[src/rtl/mem_bus_arbiter.sv]
// mem_bus_arbiter: two-master single-outstanding bus arbiter (IDLE/ADDR/DATA) with HREADY timeout; define MEM_ARB_ROUND_ROBIN_EN for round-robin instead of fixed M1 priority
module mem_bus_arbiter #(
  parameter int TIMEOUT = 255,
  parameter int AW = 64
) (
  input  logic          CLK,
  input  logic          RST,
  input  logic          m0_req,
  input  logic [AW-1:0] m0_addr,
  output logic          m0_done,
  output logic [AW-1:0] m0_rdata,
  input  logic          m1_req,
  input  logic          m1_write,
  input  logic [AW-1:0] m1_addr,
  input  logic [AW-1:0] m1_wdata,
  output logic          m1_done,
  output logic [AW-1:0] m1_rdata,
  output logic [AW-1:0] HADDR,
  output logic [AW-1:0] HWDATA,
  output logic          HWRITE,
  output logic          HTRANS,
  input  logic          HREADY,
  input  logic [AW-1:0] HRDATA,
  output logic          bus_err,
  output logic          stall
);
  typedef enum logic [1:0] {IDLE, ADDR, DATA} state_t;
  state_t state, state_nx;
  logic owner, prio_m1, grant_m1, start, fin, abort;
  logic [7:0] wait_cnt;
`ifdef MEM_ARB_ROUND_ROBIN_EN
  logic ptr_m1;
  always_ff @(posedge CLK) ptr_m1 <= RST ? 1'b1 : start ? !grant_m1 : ptr_m1;
  assign prio_m1 = ptr_m1;
`else
  assign prio_m1 = 1'b1;
`endif
  always_comb begin
    start = state == IDLE && (m0_req || m1_req);
    grant_m1 = m1_req && (!m0_req || prio_m1);
    fin = state == DATA && HREADY;
    abort = state == DATA && !HREADY && wait_cnt == 8'(TIMEOUT - 1);
    state_nx = state == IDLE ? (start ? ADDR : IDLE) : state == ADDR ? DATA : (fin || abort) ? IDLE : DATA;
  end
  always_ff @(posedge CLK) state <= RST ? IDLE : state_nx;
  assign stall = (m0_req && !m0_done) || (m1_req && !m1_done);
  always_ff @(posedge CLK) begin
    if (RST) begin
      owner <= 1'b0;
      HTRANS <= 1'b0;
      HWRITE <= 1'b0;
      HADDR <= '0;
      HWDATA <= '0;
      m0_done <= 1'b0;
      m1_done <= 1'b0;
      bus_err <= 1'b0;
      m0_rdata <= '0;
      m1_rdata <= '0;
      wait_cnt <= '0;
    end else begin
      m0_done <= 1'b0;
      m1_done <= 1'b0;
      bus_err <= 1'b0;
      if (start) begin
        owner <= grant_m1;
        HTRANS <= 1'b1;
        HADDR <= grant_m1 ? m1_addr : m0_addr;
        HWRITE <= grant_m1 && m1_write;
        if (grant_m1 && m1_write) HWDATA <= m1_wdata;
        wait_cnt <= '0;
      end
      if (state == ADDR) HTRANS <= 1'b0;
      if (state == DATA && !HREADY) wait_cnt <= wait_cnt + 8'd1;
      if (fin || abort) begin
        m0_done <= !owner;
        m1_done <= owner;
        bus_err <= abort;
      end
      if (fin && !owner) m0_rdata <= HRDATA;
      if (fin && owner) m1_rdata <= HRDATA;
    end
  end
endmodule

[config.mk]
export PLATFORM = sky130hd
export DESIGN_NAME = mem_bus_arbiter
export DESIGN_NICKNAME = d
export VERILOG_FILES = /design/src/rtl/mem_bus_arbiter.sv
export SDC_FILE = /design/constraint.sdc
export NUM_CORES = 1
export LEC_CHECK = 0
export ABC_AREA = 0
export BUFFER_PORTS_ARGS = -buffer_cell sky130_fd_sc_hd__buf_2
export CAP_MARGIN = 20
export CORE_AREA = 5 5 200 202
export DETAILED_ROUTE_END_ITERATION = 7
export DIE_AREA = 0 0 205 207
export HOLD_SLACK_MARGIN = 0.08
export SLEW_MARGIN = 0
export SYNTH_ARGS = -nofsm -noshare
export SYNTH_HDL_FRONTEND = slang
export SYNTH_SLANG_ARGS = --single-unit
[constraint.sdc]
create_clock -name CLK -period 1.9 [get_ports CLK]
set_input_delay 0.38 -clock CLK [delete_from_list [all_inputs] [get_ports CLK]]
set_output_delay 0.38 -clock CLK [all_outputs]
set_load 0.05 [all_outputs]
==> results.tsv <==
metric	value	unit
period utilization	0.8712	
drt total wl	36270	µm
Mapped Area	0.01046	mm²
Worst Setup SP	m0_done	
Crit Path Max Fanout	2	
max-cap violations	0	
first-pass GRT wire length	56370	µm
fraction of layout cells with a size suffix above 1	0.3638	
worst hold stages	3	
WL/cell	15.38	µm
dpl hpwl	25860	µm
clock skew	0.009675	ns
Synth top area share	0.5206	
Lkg Pwr	7.049	nW
crit path kind	register to output pin	
final hold violations	0	
r2r worst-path depth	5	
antenna-violating nets left	0	
final instance area	0.01574	mm²
total track usage	0.1605	
htree depth	1	
Pwr Density	928.7	mW/mm²
Ys Warns	0	
gpl congestion	0.8470	
Post-DP Area	0.01366	mm²
final setup TNS	0	ns
Initial Util	0.2745	
outcome	finished clean	
Clock Latency Late Sink	0.54	ns
Critical Path AT	1.28	ns
CTS Buf Count	29	
WP data required	1.52	ns
IO Port Bufs	523	
Slew Viols, Final	0	
Reg2Reg Setup Slack	0.28	ns
DR iter-0 viols	527	
Post-route DRC	0	
Hold-fix buffers, CTS	120	
vias post-DR	10590	
area leader, netlist	dfxtp_1	
GR Overflow Total	0	
Yosys cell types	37	
Reg-to-Reg End	m1_rdata[5]	
syn nets	1470	
initial antenna violation count	1	
Gates resized, CTS repair	0	
Slew @ Worst Pin	0.5397	ns
Hold Path Class	primary input to register	
pin count of the biggest net entering global routing	65	
Synth area leaders	dfxtp_1 52%, nand2_1 14%, a21oi_1 9.5%, a211oi_2 7.2%, mux2i_1 6.1%	
grt met2 use	0.2865	
GR peak layer	met2	
met3 usage	0.04379	
commonest non-fill, non-tap cells in the layout	521 x buf_2, 390 x nand2_1, 272 x dfxtp_1, 199 x a21oi_1, 120 x dlygate4sd3_1	
Die Wd	205	µm
reg2reg start	state[0]	
Post-Synthesis Cells	1206	
Initial DRT Pass Iterations	4	
routing usage on met1	0.1829	
vias in the first global route	10660	
flops & latches, synth	272	
buffer count from post-CTS setup fixing	0	
Root Driver	clkbuf_16	
CTS clk-pin slew, worst paths	0.06	ns
sequential element share of the synthesized area	0.5206	
RSZ-0062 raised after global routing	no	
Worst setup EP type	output pin	
Critical Path End	stall	
fill cell count	3818	
final non-filler cell total	2359	
clk sinks	272	
Max IR drop VDD	0.0006248	V
CTS tree	yes	
Core Area	0.03811	mm²
syn_area_per_cell	8.673	µm²
Via density	4.490	
most common cell after layout, fill and taps aside	buf_2	
Placed Cells	2187	
Worst slew margin	0.6402	
Final min period	1.655	ns
final setup fails	0	
clock tree buffer depth	3	
# IOs	524	
area grow syn2layout	50.47	%
Final #Nets	2084	
startpoint types	register	
die area	0.04244	mm²
Max Clk Rate	604.1	MHz
Rows	72	
die height	207	µm
## metal layers
metal / up-vias / wire length, µm
met5: - / 0
met4: 0 / 1169
met3: 70 / 3207
met2: 415 / 17890
met1: 4876 / 14010
li1: 5232 / -
## final cells by class
class	instances	area [µm²]	share of cell area
Clock inverter	5	28.78	0.001828
Timing Repair Buffer	677	4249	0.2700
Antenna cell	2	5.005	0.0003180
Sequential cell	272	5445	0.3460
Clock buffer	45	845.8	0.05374
Tap cell	518	648.1	0.04118
Multi-Input combinational cell	836	4502	0.2860
Inverter	4	15.01	0.0009540
## through the flow
stage	util	hold slack [ns]	worst slack, ns	power [mW]
2_1_floorplan	-	0.4471	0.03607	8.385
3_3_place_gp	0.3584	0.4384	0.2183	9.253
3_5_place_dp	0.3584	0.4430	0.1705	9.288
4_1_cts	0.4129	0.08179	0.1889	14.82
5_1_grt	0.4130	0.1014	0.1049	15.27
6_report	0.4130	0.1061	0.2448	14.62
## cell families after synthesis
group	count (synthesis)	share of synthesized area
muxes	65	0.06232
adders and majority gates	2	0.002392
DFF	272	0.5206
AOI/OAI and AO/OA	271	0.1750
buffers and inverters	98	0.05155
and+or+nand+nor	498	0.1882
## worst max-delay path: stages, from the launching register on
cell     delay [ns]
dfxtp_1        0.32
o22ai_2        0.13
buf_2          0.28
## how the worst min path moves through the flow
stage	startpoint	endpoint
after floorplan	wait_cnt[7]	bus_err
after global placement	m0_rdata[33]	m0_rdata[33]
after detailed placement	HWDATA[47]	HWDATA[47]
after CTS	HRDATA[45]	m0_rdata[45]
after global routing	HRDATA[9]	m0_rdata[9]
final	HRDATA[45]	m0_rdata[45]
## state kept, by name, summed over array words and instances (netlist names)
name,count
bus_err,1
HWDATA,64
owner,1
wait_cnt,8
HTRANS,1
m0_rdata,64
m0_done,1
HWRITE,1
m1_rdata,64
state,2
m1_done,1
HADDR,64
## cell usage after synthesis (all sizes together)
cell	n
dfxtp	272
o21ai	1
nor2	77
or3	3
nor3	4
nor2b	2
mux2i	64
nand3	4
or3b	1
and3b	1
nor4	2
a22oi	1
and3	1
nand4	2
mux2	1
or2	1
nand2b	1
and2	4
a211oi	66
o22ai	1
clkbuf	39
inv	4
nand2	391
ha	2
a21oi	199
nor3b	3
nand4bb	1
o211ai	1
a31oi	2
buf	55
## power by group
part	switching (mW)	internal, mW	leakage (nW)
clock network	2.23	3.03	0.432
logic	2.14	1.02	4.40
registers	0.169	6.02	2.22
(Power assumes the default switching activity.)
